<file path="src/rtl/pc1_pkg.sv">
// Shared types and constants for the pc1 instruction-fetch slice.
`timescale 1ns/1ps

package pc1_pkg;

   // Default datapath geometry.
   localparam int unsigned ADDR_W_DFLT    = 11;
   localparam int unsigned INSTR_W_DFLT   = 14;
   localparam int unsigned ROM_DEPTH_DFLT = 2048;

   typedef logic [ADDR_W_DFLT-1:0]  addr_t;
   typedef logic [INSTR_W_DFLT-1:0] instr_t;

   // Fetch controller: one state per register transfer.
   typedef enum logic [1:0] {
      S_MAR = 2'd0,
      S_PC  = 2'd1,
      S_IR  = 2'd2
   } fetch_state_t;

   // Upper bits of every word in the built-in ROM pattern.
   localparam logic [2:0] ROM_TAG = 3'b101;

   // Built-in ROM word for a given address: tag above the address itself.
   function automatic instr_t rom_pattern(input addr_t addr);
      return {ROM_TAG, addr};
   endfunction

endpackage

</file>
<file path="src/rtl/pc1_rom.sv">
// Asynchronous-read instruction ROM.
// Macro PC1_ROM_FILE_EN: when defined, contents come from the ROM_INIT image
// (words not set in the image read as 0); otherwise every word is
// {ROM_TAG, address}.
`timescale 1ns/1ps

module pc1_rom
   import pc1_pkg::*;
#(
   parameter int unsigned ADDR_W    = ADDR_W_DFLT,
   parameter int unsigned INSTR_W   = INSTR_W_DFLT,
   parameter int unsigned ROM_DEPTH = ROM_DEPTH_DFLT
`ifdef PC1_ROM_FILE_EN
   ,
   parameter string       ROM_FILE  = "rom.hex",
   parameter logic [INSTR_W-1:0] ROM_INIT [ROM_DEPTH] = '{default: '0}
`endif
) (
   input  logic [ADDR_W-1:0]  addr_i,
   output logic [INSTR_W-1:0] data_o
);

`ifdef PC1_ROM_FILE_EN

   logic [ADDR_W-1:0] word_addr;

   // Combinational read of the addressed word.
   always_comb begin
      word_addr = ADDR_W'(32'(addr_i) % ROM_DEPTH);
      data_o    = ROM_INIT[word_addr];
   end

`else

   logic [ADDR_W-1:0] word_addr;

   // Fold the address into the array depth, then build {tag, address}.
   always_comb begin
      word_addr                 = ADDR_W'(32'(addr_i) % ROM_DEPTH);
      data_o                    = '0;
      data_o[ADDR_W-1:0]        = word_addr;
      data_o[INSTR_W-1 -: 3]    = ROM_TAG;
   end

`endif

endmodule

</file>
<file path="src/rtl/pc1_fetch.sv">
// Self-running instruction fetch: PC -> MAR -> ROM -> IR, sequenced by a
// three-state Moore controller. All registers and strobes are exported.
// Macro PC1_ROM_FILE_EN selects an image-initialised ROM (see pc1_rom).
`timescale 1ns/1ps

module pc1_fetch
   import pc1_pkg::*;
#(
   parameter int unsigned ADDR_W    = ADDR_W_DFLT,
   parameter int unsigned INSTR_W   = INSTR_W_DFLT,
   parameter int unsigned ROM_DEPTH = ROM_DEPTH_DFLT
`ifdef PC1_ROM_FILE_EN
   ,
   parameter string       ROM_FILE  = "rom.hex",
   parameter logic [INSTR_W-1:0] ROM_INIT [ROM_DEPTH] = '{default: '0}
`endif
) (
   input  logic               clk,
   input  logic               rst,
   output logic               load_ir,
   output logic               load_mar,
   output logic               load_pc,
   output logic [ADDR_W-1:0]  pc,
   output logic [ADDR_W-1:0]  rom_in,
   output logic [ADDR_W-1:0]  rom_out,
   output logic [INSTR_W-1:0] ir
);

   fetch_state_t       state_q, state_d;
   logic [ADDR_W-1:0]  pc_q, pc_d;
   logic [ADDR_W-1:0]  mar_q, mar_d;
   logic [INSTR_W-1:0] ir_q, ir_d;
   logic [INSTR_W-1:0] rom_data;

   // Controller state register; reset parks it in S_MAR.
   always_ff @(posedge clk or negedge rst) begin
      if (!rst) begin
         state_q <= S_MAR;
      end else begin
         state_q <= state_d;
      end
   end

   // Next state and Moore strobes: exactly one strobe per state.
   always_comb begin
      state_d  = state_q;
      load_mar = 1'b0;
      load_pc  = 1'b0;
      load_ir  = 1'b0;
      unique case (state_q)
         S_MAR: begin
            load_mar = 1'b1;
            state_d  = S_PC;
         end
         S_PC: begin
            load_pc = 1'b1;
            state_d = S_IR;
         end
         S_IR: begin
            load_ir = 1'b1;
            state_d = S_MAR;
         end
         default: begin
            // Unused encoding: recover to the start of a fetch.
            state_d = S_MAR;
         end
      endcase
   end

   // Datapath next-state: each register holds unless its strobe is high.
   always_comb begin
      pc_d  = pc_q;
      mar_d = mar_q;
      ir_d  = ir_q;
      if (load_mar) begin
         mar_d = pc_q;
      end
      if (load_pc) begin
         // Natural wrap from all-ones back to zero.
         pc_d = pc_q + ADDR_W'(1);
      end
      if (load_ir) begin
         ir_d = rom_data;
      end
   end

   // Datapath registers; an asynchronous reset discards any partial fetch.
   always_ff @(posedge clk or negedge rst) begin
      if (!rst) begin
         pc_q  <= '0;
         mar_q <= '0;
         ir_q  <= '0;
      end else begin
         pc_q  <= pc_d;
         mar_q <= mar_d;
         ir_q  <= ir_d;
      end
   end

   pc1_rom #(
      .ADDR_W    (ADDR_W),
      .INSTR_W   (INSTR_W),
`ifdef PC1_ROM_FILE_EN
      .ROM_FILE  (ROM_FILE),
      .ROM_INIT  (ROM_INIT),
`endif
      .ROM_DEPTH (ROM_DEPTH)
   ) u_rom (
      .addr_i (mar_q),
      .data_o (rom_data)
   );

   // Observation outputs; only the low address-width bits of the word leave.
   always_comb begin
      pc      = pc_q;
      rom_in  = mar_q;
      rom_out = rom_data[ADDR_W-1:0];
      ir      = ir_q;
   end

endmodule

</file>
<file path="config.mk">
export PLATFORM = sky130hd
export DESIGN_NAME = pc1_fetch
export DESIGN_NICKNAME = d
export VERILOG_FILES = /design/src/rtl/pc1_pkg.sv /design/src/rtl/pc1_rom.sv /design/src/rtl/pc1_fetch.sv
export SDC_FILE = /design/constraint.sdc
export NUM_CORES = 1
export LEC_CHECK = 0
export BUFFER_PORTS_ARGS = -buffer_cell sky130_fd_sc_hd__buf_2
export CAP_MARGIN = 20
export CORE_AREA = 2 2 63 65
export CTS_CLUSTER_SIZE = 12
export DETAILED_ROUTE_END_ITERATION = 7
export DIE_AREA = 0 0 65 67
export GPL_TIMING_DRIVEN = 0
export PLACE_DENSITY = 0.81
export SKIP_LAST_GASP = 1
export SLEW_MARGIN = 5
export SYNTH_ARGS = -nofsm -noshare
export SYNTH_HDL_FRONTEND = slang
export SYNTH_SLANG_ARGS = --single-unit
</file>
<file path="constraint.sdc">
create_clock -name clk -period 1.2 [get_ports clk]
set_clock_uncertainty 0.05 [all_clocks]
set_input_delay 0.06 -clock clk [delete_from_list [all_inputs] [get_ports clk]]
set_output_delay 0.06 -clock clk [all_outputs]
set_load 0.05 [all_outputs]
</file>
==> metrics, run 1 <==
sequential area share after synthesis 0.565; Via Count 1134; total track usage 0.162; setup slack after layout -0.143 ns; Slowest-stage cell, CP dfrtp_2; Worst Path Required 1.32 ns; Syn. warnings 0; H-tree depth 2; critical path depth 4; sw power 429 uW; Peak Freq 745 MHz; Worst Path Arrival 1.46 ns; cells along the critical path nand2b_4 -> buf_12 -> buf_12 -> mux2_4; Area contributors post-synth dfrtp_1, mux2_4, buf_4; register bit total from synthesis 36; post-DP HPWL 2200 um; minimum clock period 1.34 ns; largest net degree at the start of global routing 37; Final period util 1.12; worst-skew pair later-pin latency 0.28 ns; Critical R2R Launch state_q[0]; Worst R2R Path Depth 4; clock slew at reported path FFs 0.07 ns; Area growth syn-to-layout 46.4%; failing checks negative setup slack; routed wire length per instance 14.9 um; final WL 3540 um; RD Place Congestion 0.753; Max clock buf depth 2; pwr/cell area 880 nW/um2; logic gate share of total power 0.017; setup slack, reg-to-reg -0.14 ns; drt first pass iters 4; critical path type register to register; CP endpoint kind register; clock share of power 0.393; Worst path top cell family by delay flip-flops; CTS tree yes; initial antenna violation count 0; Die X 65 um; Worst VDD drop 0.409 mV; worst-path fanout max 6; vias in the first global route 1072; grt total ovfl 0; placed cells 204; capturing point of the worst reg2reg path ir[7]; cell internal pwr 1.63 mW; critical path's most frequent cell buf_12; Crit path buffers/inverters 2; Antenna Cells 0; 1st-iter DRT viols 53; Remaining DRCs 0; Lkg Pwr 1.26 nW; Critical Path Start Type register; Top Ports 52; # fillers 253; Fin Setup TNS -2.46 ns; clock buffer count from CTS 5; initial core utilization 0.442; cell area after synthesis 1600 um2; clock tree sinks 36; DR vias/cell 4.76; Final Hold Fails 0; Layout Utilization 0.647; Slew Limit Fails 0; max cap viols 0; Reg power frac 0.590; cell taking the most area after synthesis dfrtp_1; Layout Nets 192; row count 22; syn_nets 109; chip height 67 um; final antenna-violating net count 0; Final Cell Area 2330 um2; IO buf count 50; final setup vio count 30; CTS root buf clkbuf_8; Critical Path Max Stage Delay 0.45 ns; Synth Area per Inst 15.0 um2; worst hold path class primary input to async pin; first-pass GRT wire length 5140 um; Placement Cell Area 1960 um2; Mapped Cells 106; Distinct cells, synth 22; final std cells w/o fill 238; Synth top area share 0.565; share of cells above drive strength 1 0.737; die area 4360 um2; worst-margin pin slew 0.778 ns; final hold slack 0.337 ns; RSZ-0062 raised after global routing yes; core area 3610 um2; Rel. slew slack 0.481; status finished, violations left; sw frac 0.209
-- cells in the mapped netlist --
cell / count
nand2_1: 3
nor2_2: 1
mux2_2: 2
nor3_2: 2
nand2b_1: 1
nor2b_2: 1
and4b_1: 1
xnor2_1: 6
xor2_1: 4
nand4_1: 5
buf_4: 13
nand3b_4: 1
and3_1: 2
buf_6: 2
nand2b_4: 1
dfrtp_1: 36
mux2_4: 17
conb_1: 1
ha_1: 1
mux2_1: 4
inv_1: 1
nor2_1: 1
-- worst max path at each step --
| stage | end | from |
|---|---|---|
| 2_1_floorplan | pc[1] | state_q[1] |
| 6_report | ir[7] | state_q[0] |
| 3_3_place_gp | rom_in[5] | state_q[0] |
| 5_1_grt | load_mar | state_q[1] |
| 4_1_cts | load_mar | state_q[1] |
| 3_5_place_dp | rom_in[9] | state_q[0] |
-- stage by stage --
stage                     power [mW]  setup slack, ns
after global routing            2.15           -0.166
after global placement          1.27          -0.0585
after floorplan                 1.25           -0.117
after CTS                       2.07           -0.148
final                           2.05           -0.143
after detailed placement        1.27          -0.0764
-- timing repair --
item / 4_1_cts / 5_1_grt
pin swaps: 3 / 8
resized for setup: 11 / 16
buffers inserted: 7 / 18
endpoints found under the setup margin: 23 / 39
hold endpoints to repair: 36 / 0
hold buffers: 1 / 0
-- kinds of logic after synthesis --
family                     Yosys count  synth area share
and+or+nand+nor                     19            0.0902
buffers and inverters               16            0.0776
DFF                                 36             0.565
other                                1           0.00235
adders and majority gates            1           0.00784
xor gates and xnor gates            10            0.0549
muxes                               23             0.202
-- flip-flops by register name (all words and copies together) (netlist names) --
| name | cells |
|---|---|
| ir | 12 |
| pc | 11 |
| rom_in | 11 |
| state_q | 2 |
-- placed cells by master (no fill, tap or decap) --
cell,n
ha_4,1
nand4_1,5
xnor2_1,6
clkbuf_4,6
buf_6,4
nand2b_1,1
nand3b_4,1
clkinv_2,1
nand2b_4,1
nand2_1,1
buf_12,3
dfrtp_1,24
and3_1,2
nor2b_4,1
buf_4,34
nor2_2,1
and4b_2,1
nor2_4,1
nand2_2,2
buf_2,41
clkbuf_1,2
dlygate4sd3_1,1
mux2_4,18
dfrtp_2,12
buf_8,2
xor2_1,4
conb_1,1
clkbuf_8,5
mux2_1,3
clkinv_4,1
nor3_4,2
mux2_2,2
-- worst reg2reg max path, stage by stage (launching register included) --
cell	delay (ns)
dfrtp_2	0.45
nand2b_4	0.17
buf_12	0.14
buf_12	0.13
mux2_4	0.29
-- cell type report --
cell class | instances | area, um2 | area share
Buffer | 15 | 138 | 0.0589
Clock buffer | 7 | 76.3 | 0.0327
Clock inverter | 1 | 5.00 | 0.00214
Inverter | 1 | 8.76 | 0.00375
Multi-Input combinational cell | 54 | 618 | 0.265
Sequential cell | 36 | 916 | 0.392
Tap cell | 48 | 60.1 | 0.0257
Timing Repair Buffer | 76 | 513 | 0.220
-- metal layers --
layer,global-route usage,up-vias,share of wire
met2,0.287,39,0.54
met4,0.0957,0,0.028
met3,0.0422,11,0.047
li1,-,515,-
met1,0.174,569,0.39
met5,0,-,0
-- power groups by stage --
stage / Clock, mW / Combinational [mW] / Sequential [mW]
after floorplan: 0 / 0.00932 / 1.24
after global placement: 0 / 0.0331 / 1.24
after detailed placement: 0 / 0.0340 / 1.24
after CTS: 0.824 / 0.0364 / 1.21
after global routing: 0.898 / 0.0404 / 1.21
final: 0.807 / 0.0350 / 1.21
Note: power is estimated with default switching activity, not from simulation.
==> run 2: changes to the inputs <==
--- a/config.mk
+++ b/config.mk
@@ -7,14 +7,15 @@
 export LEC_CHECK = 0
 export BUFFER_PORTS_ARGS = -buffer_cell sky130_fd_sc_hd__buf_2
 export CAP_MARGIN = 20
-export CORE_AREA = 2 2 63 65
+export CORE_AREA = 2 2 64 66
 export CTS_CLUSTER_SIZE = 12
 export DETAILED_ROUTE_END_ITERATION = 7
-export DIE_AREA = 0 0 65 67
+export DIE_AREA = 0 0 66 68
 export GPL_TIMING_DRIVEN = 0
 export PLACE_DENSITY = 0.81
 export SKIP_LAST_GASP = 1
 export SLEW_MARGIN = 5
 export SYNTH_ARGS = -nofsm -noshare
 export SYNTH_HDL_FRONTEND = slang
+export SYNTH_HIERARCHICAL = 1
 export SYNTH_SLANG_ARGS = --single-unit
==> metrics, run 2 <==
setup slack, reg-to-reg -0.15 ns (was -0.14 ns); sequential area share after synthesis 0.578 (was 0.565); Area contributors post-synth dfrtp_1, mux2_2, mux2_4 (was dfrtp_1, mux2_4, buf_4); Top Ports 52 (unchanged); worst-margin pin slew 0.514 ns (was 0.778 ns); Critical Path Start Type register (unchanged); cells along the critical path nor2b_4 -> buf_12 -> buf_12 (was nand2b_4 -> buf_12 -> buf_12 -> mux2_4); Worst Setup SP state_q[0] (unchanged); failing checks negative setup slack (unchanged); ys flop type dfrtp_1 (unchanged); Remaining DRCs 0 (unchanged); Worst Path Required 1.09 ns (was 1.32 ns); critical path type register to primary output (was register to register); most frequent cells in the layout buf_2, dfrtp_1, buf_4 (was buf_2, buf_4, dfrtp_1); die area 4490 um2 (was 4360 um2); Final Cell Area 2380 um2 (was 2330 um2); most common cell after layout, fill and taps aside buf_2 (unchanged); IO buf count 51 (was 50); first-pass GRT wire length 5670 um (was 5140 um); max FFs per register 14 (was 12); 1st-iter DRT viols 24 (was 53); core area 3860 um2 (was 3610 um2); H-tree depth 2 (unchanged); Antenna Cells 0 (unchanged); clock tree sinks 38 (was 36); count leader, synth dfrtp_1 (unchanged); Rel. slew slack 0.657 (was 0.481); Syn. warnings 6 (was 0); worst hold path class primary input to async pin (unchanged); initial antenna violation count 0 (unchanged); number of synthesized flops with an enable pin 0 (unchanged); DR vias/cell 4.63 (was 4.76); Synth top area share 0.578 (was 0.565); Peak Freq 721 MHz (was 745 MHz); Lkg Pwr 1.21 nW (was 1.26 nW); Placement Cell Area 2020 um2 (was 1960 um2); CTS tree yes (unchanged); share of cells above drive strength 1 0.741 (was 0.737); Die X 66 um (was 65 um); final WL 3550 um (was 3540 um); post-DP HPWL 2320 um (was 2200 um); Area growth syn-to-layout 44.7% (was 46.4%); Critical Path Max Stage Delay 0.47 ns (was 0.45 ns); worst slack, placed -0.160 ns (was -0.0764 ns); Layout Nets 187 (was 192); largest net degree at the start of global routing 39 (was 37); RSZ-0062 raised after global routing yes (unchanged); Async SR Flop Fraction 1.00 (unchanged); Critical R2R Launch state_q[0] (unchanged); Worst VDD drop 0.754 mV (was 0.409 mV); total track usage 0.176 (was 0.162); Synth Area per Inst 14.7 um2 (was 15.0 um2); Distinct cells, synth 19 (was 22); Via Count 1087 (was 1134); CP endpoint kind primary output (was register); Slowest-stage cell, CP dfrtp_2 (unchanged); clock slew at reported path FFs 0.08 ns (was 0.07 ns); Max clock buf depth 2 (unchanged); critical path's most frequent cell buf_12 (unchanged); setup slack after layout -0.186 ns (was -0.143 ns); row count 23 (was 22); final setup vio count 37 (was 30); worst-skew pair later-pin latency 0.29 ns (was 0.28 ns); Final period util 1.16 (was 1.12); chip height 68 um (was 67 um); final antenna-violating net count 0 (unchanged); worst-path fanout max 5 (was 6); pwr/cell area 1010 nW/um2 (was 880 nW/um2); max cap viols 0 (unchanged); Fin Setup TNS -3.08 ns (was -2.46 ns); register bit total from synthesis 38 (was 36); cell area after synthesis 1650 um2 (was 1600 um2); RD Place Congestion 0.763 (was 0.753); routed wire length per instance 15.1 um (was 14.9 um); grt total ovfl 0 (unchanged); CTS root buf clkbuf_8 (unchanged); clock buffer count from CTS 5 (unchanged); initial core utilization 0.427 (was 0.442); Final Hold Fails 0 (unchanged); Slew Limit Fails 0 (unchanged); Worst Path Arrival 1.28 ns (was 1.46 ns); cell taking the most area after synthesis dfrtp_1 (unchanged); minimum clock period 1.39 ns (was 1.34 ns); Worst R2R Path Depth 3 (was 4); vias in the first global route 1114 (was 1072); Post-synth top cells dfrtp_1, mux2_2, buf_4 (was dfrtp_1, mux2_4, buf_4); drt first pass iters 4 (unchanged); Mapped Cells 112 (was 106); Pwr Total 2.41 mW (was 2.05 mW); status finished, violations left (unchanged)
-- run 2: cell count changes after synthesis, moves of 2 or more --
cell     delta
mux2_2     +15
mux2_4      -8
mux2_1      -4
buf_4       +2
dfrtp_1     +2
-- run 2: final cells by class --
cell class	instances	area, um2
clock buffers	5	68.8
plain buffers	16	140
multi-input cells	58	643
fillers	295	1470
flip-flops and latches	38	968
well taps	50	62.6
clock inverters	3	40.0
repair buffers	65	459
-- run 2: cell families after synthesis --
family	Yosys count	share of synthesized area
muxes	26	0.198
and+or+nand+nor	18	0.0714
adders and majority gates	1	0.00760
xor gates and xnor gates	10	0.0532
buffers and inverters	17	0.0874
other	2	0.00456
DFF	38	0.578
-- run 2: final timing paths --
check                           endpoint
worst max-delay path             load_ir
min in group clk                   ir[1]
worst min-delay path               ir[3]
worst max register to register     ir[3]
max in group asynchronous          pc[6]
worst min register to register     ir[1]
-- run 2: per-layer routing --
layer	part of all wire	track usage	wire length, um
met4	0.0054	0.0689	19
met3	0.055	0.0543	196
met1	0.42	0.217	1480
met5	0	0	0
met2	0.52	0.292	1850
-- run 2: critical path, delay by kind of cell (launching register included) --
kind,cells,cell delay [ns]
AND/OR/NAND/NOR,1,0.22
buffers and inverters,2,0.29
flip-flops,1,0.47
-- run 2: through the flow --
stage / hold slack (ns) / std cells / util
final: 0.255 / 235 / 0.618
after global routing: 0.310 / 235 / 0.618
after CTS: 0.380 / 235 / 0.607
after detailed placement: 0.159 / 214 / 0.524
after global placement: 0.135 / 214 / 0.524
after floorplan: -0.286 / 113 / -
-- run 2: where the power goes --
group          total [mW]  internal (mW)  switching (mW)
sequential           1.29           1.28         0.00256
clock                1.06          0.612           0.446
combinational      0.0675         0.0192          0.0483
-- run 2: repair_timing --
action / CTS / global route
endpoints found under the setup margin: 28 / 58
setup buffers: 10 / 4
hold endpoints to repair: 38 / 0
pin swaps: 5 / 9
cloned: 2 / 0
gates resized for setup: 22 / 24
hold buffers: 1 / 0
==> run 3: changes to the inputs <==
--- a/config.mk
+++ b/config.mk
@@ -7,12 +7,11 @@
 export LEC_CHECK = 0
 export BUFFER_PORTS_ARGS = -buffer_cell sky130_fd_sc_hd__buf_2
 export CAP_MARGIN = 20
-export CORE_AREA = 2 2 64 66
+export CORE_AREA = 2 2 61 63
 export CTS_CLUSTER_SIZE = 12
 export DETAILED_ROUTE_END_ITERATION = 7
-export DIE_AREA = 0 0 66 68
-export GPL_TIMING_DRIVEN = 0
-export PLACE_DENSITY = 0.81
+export DIE_AREA = 0 0 63 65
+export PLACE_DENSITY = 0.84
 export SKIP_LAST_GASP = 1
 export SLEW_MARGIN = 5
 export SYNTH_ARGS = -nofsm -noshare
==> constraint.sdc (replaced) <==
create_clock -name clk -period 1.5 [get_ports clk]
set_clock_uncertainty 0.05 [all_clocks]
set_input_delay 0.075 -clock clk [delete_from_list [all_inputs] [get_ports clk]]
set_output_delay 0.075 -clock clk [all_outputs]
set_load 0.05 [all_outputs]
==> metrics, run 3 (synthesis results as in run 2) <==
status complete, no violations (was finished, violations left); Via Count 990 (was 1087); drt first pass iters 2 (was 4); total track usage 0.154 (was 0.176); clock slew at reported path FFs 0.10 ns (was 0.08 ns); worst hold path class primary input to async pin (unchanged); initial antenna violation count 0 (unchanged); Slowest-stage cell, CP dfrtp_1 (was dfrtp_2); max FFs per register 14 (unchanged); Final period util 0.968; Worst Path Required 1.37 ns (was 1.09 ns); core area 3500 um2 (was 3860 um2); routed wire length per instance 14.1 um (was 15.1 um); Worst R2R Path Depth 4 (was 3); minimum clock period 1.45 ns; Critical R2R Launch pc[0] (was state_q[0]); DR vias/cell 4.78 (was 4.63); post-DP HPWL 2190 um (was 2320 um); Placement Cell Area 1850 um2 (was 2020 um2); grt total ovfl 0 (unchanged); max cap viols 0 (unchanged); Rel. slew slack 0.476 (was 0.657); Top Ports 52 (unchanged); Final Hold Fails 0 (unchanged); final setup vio count 0 (was 37); # fillers 288 (was 295); Worst VDD drop 0.422 mV (was 0.754 mV); Pwr Total 1.61 mW (was 2.41 mW); largest net degree at the start of global routing 39 (unchanged); pwr/cell area 833 nW/um2 (was 1010 nW/um2); placed cells 198 (was 214); Layout Nets 161 (was 187); final WL 2930 um (was 3550 um); capturing point of the worst reg2reg path pc[10] (was ir[3]); worst-path fanout max 5 (unchanged); IO buf count 51 (unchanged); worst-skew pair later-pin latency 0.34 ns (was 0.29 ns); most common cell after layout, fill and taps aside buf_2 (unchanged); initial core utilization 0.471 (was 0.427); post-CTS setup buffers 0 (was 10); Lkg Pwr 1.02 nW (was 1.21 nW); 1st-iter DRT viols 22 (was 24); CTS tree yes (unchanged); Die X 63 um (was 66 um); RSZ-0062 raised after global routing yes (unchanged); RD Place Congestion 0.758 (was 0.763); Max clock buf depth 2 (unchanged); clock buffer count from CTS 5 (unchanged); Antenna Cells 0 (unchanged); Peak Freq 689 MHz; row count 22 (was 23); final antenna-violating net count 0 (unchanged); Critical Path Start Type register (unchanged); die area 4100 um2 (was 4490 um2); CP endpoint kind primary output (unchanged); final hold slack 0.286 ns (was 0.255 ns); Worst Path Arrival 1.33 ns (was 1.28 ns); Remaining DRCs 0 (unchanged); chip height 65 um (was 68 um); critical path type register to primary output (unchanged); first-pass GRT wire length 4630 um (was 5670 um); Area growth syn-to-layout 17.6% (was 44.7%); Slew Limit Fails 0 (unchanged); Critical Path Max Stage Delay 0.42 ns (was 0.47 ns); Fin Setup TNS 0 ns (was -3.08 ns); cells along the critical path and2b_4 -> buf_2 (was nor2b_4 -> buf_12 -> buf_12); worst-margin pin slew 0.786 ns (was 0.514 ns); CTS root buf clkbuf_4 (was clkbuf_8); vias in the first global route 938 (was 1114); most frequent cells in the layout buf_2, dfrtp_1, mux2_2 (was buf_2, dfrtp_1, buf_4); clock tree sinks 38 (unchanged); Final Cell Area 1940 um2 (was 2380 um2); H-tree depth 2 (unchanged); final std cells w/o fill 207 (was 235); share of cells above drive strength 1 0.591 (was 0.741); setup slack, reg-to-reg 0.17 ns (was -0.15 ns)
==> run 3: worst max-delay path by stage <==
stage | from | endpoint | slack (ns)
floorplan | pc[2] | pc[10] | 0.07
global placement | pc[0] | pc[10] | 0.22
detailed placement | pc[0] | pc[10] | 0.18
CTS | state_q[1] | load_ir | -0.03
global route | state_q[0] | load_ir | -0.003
finish | state_q[1] | load_pc | 0.05
==> run 3: routing by layer <==
metal  routed length, um  global-route usage  share of wire
met3                 173              0.0608          0.059
met2                1570               0.263           0.54
met5                   0                   0              0
met4                  53              0.0694          0.018
met1                1130               0.167           0.38
==> run 3: area by class of cell <==
type / count / area, um2 / area share
clock inverters: 1 / 5.00 / 0.00259
clock buffers: 7 / 55.1 / 0.0284
flip-flops and latches: 38 / 953 / 0.493
repair buffers: 55 / 304 / 0.157
multi-input cells: 58 / 558 / 0.288
well taps: 48 / 60.1 / 0.0310
==> run 3: stage by stage <==
step	setup slack [ns]	utilization
detailed placement	0.181	0.529
global route	-0.00251	0.554
CTS	-0.0334	0.550
global placement	0.220	0.529
finish	0.0482	0.554
floorplan	0.0672	-
==> run 3: power breakdown <==
| group | total (mW) | internal, mW | switching (mW) |
|---|---|---|---|
| combinational | 0.0468 | 0.00989 | 0.0370 |
| clock | 0.535 | 0.227 | 0.308 |
| sequential | 1.03 | 1.03 | 0.00217 |
==> run 3: what timing repair did <==
| action | in CTS | in global routing |
|---|---|---|
| endpoints found under the setup margin | 2 | 2 |
| hold buffers | 1 | 0 |
| hold endpoints to repair | 38 | 0 |
| gates resized for setup | 2 | 3 |
==> run 3: worst max-delay path, delay by kind of cell, from the launching register on <==
kind,cells,cell delay [ns]
and+or+nand+nor,1,0.29
buffers and inverters,1,0.27
DFF,1,0.42
